## src/rtl/chronologic_pkg.sv

```systemverilog
// Shared types and defaults for the chronologic exclusivity monitor.
package chronologic_pkg;

   localparam int unsigned CNT_W_DEF = 32;

   // Bit 1 flags a&b, bit 0 flags a&c.
   typedef enum logic [1:0] {
      CAUSE_NONE = 2'b00,
      CAUSE_AC   = 2'b01,
      CAUSE_AB   = 2'b10,
      CAUSE_ABC  = 2'b11
   } cause_t;

endpackage

```

## src/rtl/chronologic_sat_cnt.sv

```systemverilog
// Saturating up-counter with synchronous clear; clear beats increment.
module chronologic_sat_cnt #(
   parameter int unsigned W = 32
) (
   input  logic         clk,
   input  logic         rst,
   input  logic         clr,
   input  logic         inc,
   output logic [W-1:0] cnt_o
);

   logic [W-1:0] cnt_q;
   logic [W-1:0] cnt_d;

   always_comb begin
      cnt_d = cnt_q;
      if (clr) begin
         cnt_d = '0;
      end else if (inc && (cnt_q != {W{1'b1}})) begin
         cnt_d = cnt_q + W'(1);
      end
   end

   always_ff @(posedge clk) begin
      if (rst) cnt_q <= '0;
      else     cnt_q <= cnt_d;
   end

   assign cnt_o = cnt_q;

endmodule

```

## src/rtl/chronologic.sv

```systemverilog
// Mutual-exclusivity monitor: flags cycles where signal_a overlaps signal_b or
// signal_c, with pass/fail pulses, counters, sticky error and first-fail stamp.
module chronologic
   import chronologic_pkg::*;
#(
   parameter int unsigned CNT_W = CNT_W_DEF
) (
   input  logic             clk,
   input  logic             rst,
   input  logic             en,
   input  logic             clr,
   input  logic             signal_a,
   input  logic             signal_b,
   input  logic             signal_c,
   output logic             pass_o,
   output logic             fail_o,
   output logic [1:0]       cause_o,
   output logic             err_sticky_o,
   output logic [CNT_W-1:0] pass_cnt_o,
   output logic [CNT_W-1:0] fail_cnt_o,
   output logic [CNT_W-1:0] cyc_cnt_o,
   output logic [CNT_W-1:0] first_fail_o
);

   logic             pass_q, pass_d;
   logic             fail_q, fail_d;
   cause_t           cause_q, cause_d;
   logic             sticky_q, sticky_d;
   logic [CNT_W-1:0] cyc_q, cyc_d;
   logic [CNT_W-1:0] first_q, first_d;
   logic             viol_c;

   // A cleared cycle still pulses but never counts or arms the sticky flag.
   always_comb begin
      pass_d   = 1'b0;
      fail_d   = 1'b0;
      cause_d  = CAUSE_NONE;
      sticky_d = sticky_q;
      first_d  = first_q;
      cyc_d    = cyc_q + CNT_W'(1);
      viol_c   = signal_a & (signal_b | signal_c);

      if (en) begin
         pass_d  = ~viol_c;
         fail_d  = viol_c;
         cause_d = cause_t'({signal_a & signal_b, signal_a & signal_c});
      end

      if (clr) begin
         sticky_d = 1'b0;
         first_d  = '0;
      end else if (fail_d && !sticky_q) begin
         sticky_d = 1'b1;
         first_d  = cyc_q;
      end
   end

   always_ff @(posedge clk) begin
      if (rst) begin
         pass_q   <= 1'b0;
         fail_q   <= 1'b0;
         cause_q  <= CAUSE_NONE;
         sticky_q <= 1'b0;
         cyc_q    <= '0;
         first_q  <= '0;
      end else begin
         pass_q   <= pass_d;
         fail_q   <= fail_d;
         cause_q  <= cause_d;
         sticky_q <= sticky_d;
         cyc_q    <= cyc_d;
         first_q  <= first_d;
      end
   end

   chronologic_sat_cnt #(.W(CNT_W)) u_pass_cnt (
      .clk   (clk),
      .rst   (rst),
      .clr   (clr),
      .inc   (pass_d & ~clr),
      .cnt_o (pass_cnt_o)
   );

   chronologic_sat_cnt #(.W(CNT_W)) u_fail_cnt (
      .clk   (clk),
      .rst   (rst),
      .clr   (clr),
      .inc   (fail_d & ~clr),
      .cnt_o (fail_cnt_o)
   );

   assign pass_o       = pass_q;
   assign fail_o       = fail_q;
   assign cause_o      = cause_q;
   assign err_sticky_o = sticky_q;
   assign cyc_cnt_o    = cyc_q;
   assign first_fail_o = first_q;

endmodule

```

## config.mk

```make
export PLATFORM = sky130hd
export DESIGN_NAME = chronologic
export DESIGN_NICKNAME = d
export VERILOG_FILES = /design/src/rtl/chronologic_pkg.sv /design/src/rtl/chronologic_sat_cnt.sv /design/src/rtl/chronologic.sv
export SDC_FILE = /design/constraint.sdc
export NUM_CORES = 1
export LEC_CHECK = 0
export CAP_MARGIN = 25
export CORE_UTILIZATION = 45
export DETAILED_ROUTE_END_ITERATION = 7
export PLACE_DENSITY_LB_ADDON = 0.1
export SYNTH_ARGS = -nofsm -noshare
export SYNTH_HDL_FRONTEND = slang
export SYNTH_HIERARCHICAL = 1
export SYNTH_SLANG_ARGS = --single-unit
```

## constraint.sdc

```tcl
create_clock -name clk -period 2.92 [get_ports clk]
set_input_delay 0.73 -clock clk [delete_from_list [all_inputs] [get_ports clk]]
set_output_delay 0.73 -clock clk [all_outputs]
set_load 0.01 [all_outputs]
```

# Word-level counts from Yosys, hierarchy flattened
# Cells that the tools add are included.
# word_totals
regBits,133
inputBits,7
wordCells,30
# classes
addsub,3
eq_ne,2
muxes,2
bitwise_logic,9
n_reduce_logical,6
# op_table
cell,count
$add A32 B1 Y32 const B,3
$ne A32 B32 Y1 const B,2
$and A1 B1 Y1,5
$reduce_or A2 Y1,2
$logic_and A1 B1 Y1,3
$not A1 Y1,3
$mux W1,2
$logic_not A1 Y1,1
$or A1 B1 Y1,1

# Logic depth before layout (Yosys ltp)
# logic_depth
word_depth,6
mapped_depth,8

# Hierarchy
# The synthesis kept the hierarchy.
# modules_own_cells
mod,instances,cells_per_inst,area_per_inst_um2,seq_area_each_um2
chronologic_sat_cnt,2,198,1620.3,640.6
chronologic,1,331,2831.5,1381.3

# Worst setup path before layout
# OpenSTA, ideal clock, no wires.
# synth_timing
kind,input-to-reg
startpoint,input signal_c
endpoint,"register u_pass_cnt.cnt_q[26], in the netlist u_pass_cnt/cnt_o[26]"
setup_ps,70
arrival_time_ps,2833
t_required_ps,2850
setup_slack_ps,17
path_stages,7
path_cell_list,o21a_1 > nor3b_1 > nand4_1 > or4_4 > or4_4 > or3_1 > a21oi_1
# synth_between
elab_chain_cells,6
# synth_rtl
element,line_no,source
"start, declared",chronologic.sv:14,"input logic signal_c,"
$or A1 B1 Y1,chronologic.sv:41,viol_c = signal_a & (signal_b | signal_c);
$and A1 B1 Y1,chronologic.sv:41,
$not A1 Y1,chronologic.sv:44,pass_d = ~viol_c;
$mux W1,chronologic.sv:43,if (en) begin
$and A1 B1 Y1,chronologic.sv:80,".inc (pass_d & ~clr),"
$logic_and A1 B1 Y1,chronologic_sat_cnt.sv:19,end else if (inc && (cnt_q != {W{1'b1}})) begin
"end signal, assigned",chronologic_sat_cnt.sv:26,else cnt_q <= cnt_d;
"end, declared",chronologic_sat_cnt.sv:12,logic [W-1:0] cnt_q;
# Every way passes these cells.
# A chain may end at the register's enable or synchronous reset.

# Final worst setup path
# layout_timing
startpoint,input signal_c
endpoint,"register u_pass_cnt.cnt_q[30], in the netlist u_pass_cnt/cnt_o[30]"
# The elaborated chain is that of the path after synthesis.

==> summary.md <==
| Metric | Value |
|---|---|
| Status | finished, final reports clean |
| Post-synth top area share | 0.4385 |
| Drt pass-1 iters | 5 |
| Crit end category | flip-flop |
| Cell row count | 42 |
| Post-Syn Instances | 727 |
| DRC marker count from the first detailed-route iteration | 347 |
| Skew final | 0.008834 ns |
| Area of the multi-input gates | 3201 um2 |
| Leak pwr | 2.766 nW |
| First-pass GRT wire length | 27950 um |
| Peak Freq | 357.9 MHz |
| Power Dens Cells | 499.8 nW/um2 |
| Worst path max stage delay | 0.44 ns |
| IO buf count | 139 |
| Final hold violations | 0 |
| Post-Place Cells | 1044 |
| Routed WL per cell | 15.40 um |
| Most common cell in the synthesized netlist | dfxtp_1 |
| Async SR Flop Fraction | 0 |
| CTS tree | built |
| Reg area | 2663 um2 |
| XOR/XNOR Fraction of Synth Area | 0.03606 |
| Post-synth EDFFs | 0 |
| Setup crit start kind | primary input |
| Slowest-stage cell, CP | or4_4 |
| Initial antenna violation count | 0 |
| Most frequent cells after synthesis | dfxtp_1 (133), nand2_1 (109), a21oi_1 (76) |
| Cell family with most CP delay | simple AND/OR/NAND/NOR gates |
| Setup Crit Path Kind | primary input to flip-flop |
| Post-layout nets | 897 |
| Rel. slew slack | 0.4625 |
| CORE AREA | 13190 um2 |
| FILL cells | 1112 |
| Yosys reg bits | 133 |
| ANT cells | 0 |
| Num Clock Sinks | 133 |
| Minimum clock period | 2.794 ns |
| Largest net degree at the start of global routing | 42 |
| Area growth from synthesis to layout | 38.74% |
| Worst Path Max Fanout | 4 |
| RSZ-0062 raised after global routing | no |
| Final setup violation count | 0 |
| Proportion of layout cells with a drive suffix above 1 | 0.1133 |
| Average cell area after synthesis | 8.352 um2 |
| Compound-Gate Fraction of Synth Area | 0.1686 |
| Cell mode on critical path | or4_4 |
| Chip height | 118.2 um |
| Worst vdd ir | 321.9 uV |
| Final std cells w/o fill | 1076 |
| Fin crit share | 0.9570 |
| Vias | 6131 |
| Crit path buf inv count | 2 |
| Initial core utilization | 0.4603 |
| WP data required | 3.27 ns |
| Post-Synth Adder-Cell Area | 0.006182 |
| Vias per Instance | 5.698 |
| Total Routing Usage GR | 0.2455 |
| Final antenna-violating net count | 0 |
| Vias in the first global route | 5809 |
| Mapped Area | 6072 um2 |
| Top_reg_cell synth | dfxtp_1 |
| Post-Synth Simple-Gate Area | 0.3039 |
| Final HPWL DP | 11530 um |
| Clock Path Buffers | 2 |
| Drc violations | 0 |
| Hold-fix buffers at CTS | 0 |
| Fin. max-slew vios | 0 |
| Final hold slack | 0.4528 ns |
| Grt ovf | 0 |
| Post-CTS Setup Bufs | 0 |
| Top cells by area, synth | dfxtp_1 (44%), nand2_1 (6.7%), a21oi_1 (6.3%), or3_1 (3.5%), nor2_1 (3.3%) |
| Cell variety after synth | 49 |
| Die ar. | 13960 um2 |
| Chip Width | 118.2 um |
| HP Class | flip-flop to flip-flop |
| H-tree depth reported by CTS | 4 |
| IO Pins | 140 |
| Post-synthesis mux area share | 0.01113 |
| CP cell instances | clkdlybuf4s50_1 > o21a_1 > nor3b_1 > buf_4 > nand4_1 > or4_4 > or4_4 > or3_1 > a21oi_1 |
| Area leader, netlist | dfxtp_1 |
| Count of warnings emitted by yosys | 6 |
| Post-Syn Nets | 737 |
| Later-pin clock latency in the skew report | 0.42 ns |
| Largest family of logic cells by synthesized area | simple AND/OR/NAND/NOR gates |
| CTS buffer count | 17 |
| Total Routed Length | 16570 um |
| Root Buffer | clkbuf_16 |
| CP Data Arrival Time | 3.14 ns |
| Max_cap viols | 0 |
| Routability congestion estimate | 0.8592 |
| Slew @ Worst Pin | 0.8001 ns |
| Clk slew on worst S/H paths | 0.06 ns |
| Post-synthesis sequential area ratio | 0.4385 |
==> stage by stage <==
| step | utilization | setup TNS [ns] | cell area [um2] | power, mW | worst slack, ns |
|---|---|---|---|---|---|
| final | 0.6387 | 0 | 8424 | 4.211 | 0.1257 |
| after global routing | 0.6387 | 0 | 8424 | 4.343 | 0.04648 |
| after CTS | 0.6383 | 0 | 8419 | 4.244 | 0.1173 |
| after detailed placement | 0.5912 | -3.557 | 7797 | 1.994 | -0.3044 |
| after global placement | 0.5908 | -2.201 | 7792 | 1.991 | -0.2687 |
| after floorplan | - | 0 | 6072 | 1.932 | 0.01691 |
==> worst min-delay path, cell delays in order (launching register included) <==
cell and delay (ns):
dfxtp_1 0.31, nand2_1 0.05, a21oi_1 0.05
==> kinds of logic (layout without fill, tap and decap cells) <==
kind of cell	Yosys count	after routing
flip-flops	133	133
AND/OR/NAND/NOR	344	344
AO/OA/AOI/OAI	169	169
XOR/XNOR	25	25
adder cells (fa/ha/maj)	3	3
multiplexers	6	6
buffers and inverters	47	220
==> state kept, by name, summed over array words and instances (netlist names) <==
signal / flops
fail_o: 1
pass_o: 1
cause_o: 2
first_fail_o: 32
u_pass_cnt/cnt_o: 32
err_sticky_o: 1
u_fail_cnt/cnt_o: 32
cyc_cnt_o: 32
==> final timing paths <==
check	start	endpoint	slack [ns]	depth (start not counted)
worst min-delay path	first_fail_o[26]$_SDFFE_PP0P_	first_fail_o[26]$_SDFFE_PP0P_	0.45	2
worst max register to register	u_fail_cnt/cnt_o[11]$_SDFFE_PP0P_	u_fail_cnt/cnt_o[6]$_SDFFE_PP0P_	0.30	6
worst max-delay path	signal_c	u_pass_cnt/cnt_o[30]$_SDFFE_PP0P_	0.13	9
worst min register to register	first_fail_o[26]$_SDFFE_PP0P_	first_fail_o[26]$_SDFFE_PP0P_	0.45	2
==> cells in the final DEF, fill, tap and decap left out, types with 3 or more instances in the layout <==
master	count
a211oi_1	4
clkbuf_16	17
a21oi_1	76
o21a_1	3
nor4_1	13
xnor2_1	12
or2_2	3
nor2_1	53
clkinv_2	6
o31ai_1	13
nand4_4	4
o211ai_1	7
and4_1	6
nor3_1	8
a41o_1	6
or4_4	4
clkdlybuf4s50_1	139
or4_1	16
dfxtp_1	133
o21ai_0	27
or3_1	34
ha_1	3
and3_1	9
o311ai_0	4
mux2_2	6
nor2b_1	9
inv_1	10
nand2_1	109
nand4_1	29
o21ai_1	10
bufinv_16	4
buf_4	38
a31oi_1	8
nand3_1	32
xor2_1	13
==> metal layers <==
| layer | vias up | part of all wire | GRT usage |
|---|---|---|---|
| met2 | 181 | 0.47 | 0.3960 |
| met3 | 19 | 0.055 | 0.05985 |
| met1 | 2940 | 0.45 | 0.3095 |
| li1 | 2991 | - | - |
| met5 | - | 0 | 0 |
| met4 | 0 | 0.018 | 0.1106 |
==> layout make-up <==
class | count | share of cell area
clock buffers | 18 | 0.05213
clock inverters | 14 | 0.02168
inverters | 10 | 0.004456
multi-input cells | 547 | 0.3799
well taps | 176 | 0.02614
flip-flops and latches | 133 | 0.3161
repair buffers | 178 | 0.1996
==> timing repair <==
action,in CTS,in global routing
setup endpoints to repair,0,2
resized for setup,0,1
hold endpoints to repair,0,0
==> where the power goes <==
part	switching, mW	total [mW]	internal, mW
Combinational	0.0777	0.123	0.0457
Sequential	0.00921	1.83	1.82
Clock	0.812	2.26	1.44
Total	0.899	4.21	3.31
(Power assumes the default switching activity.)
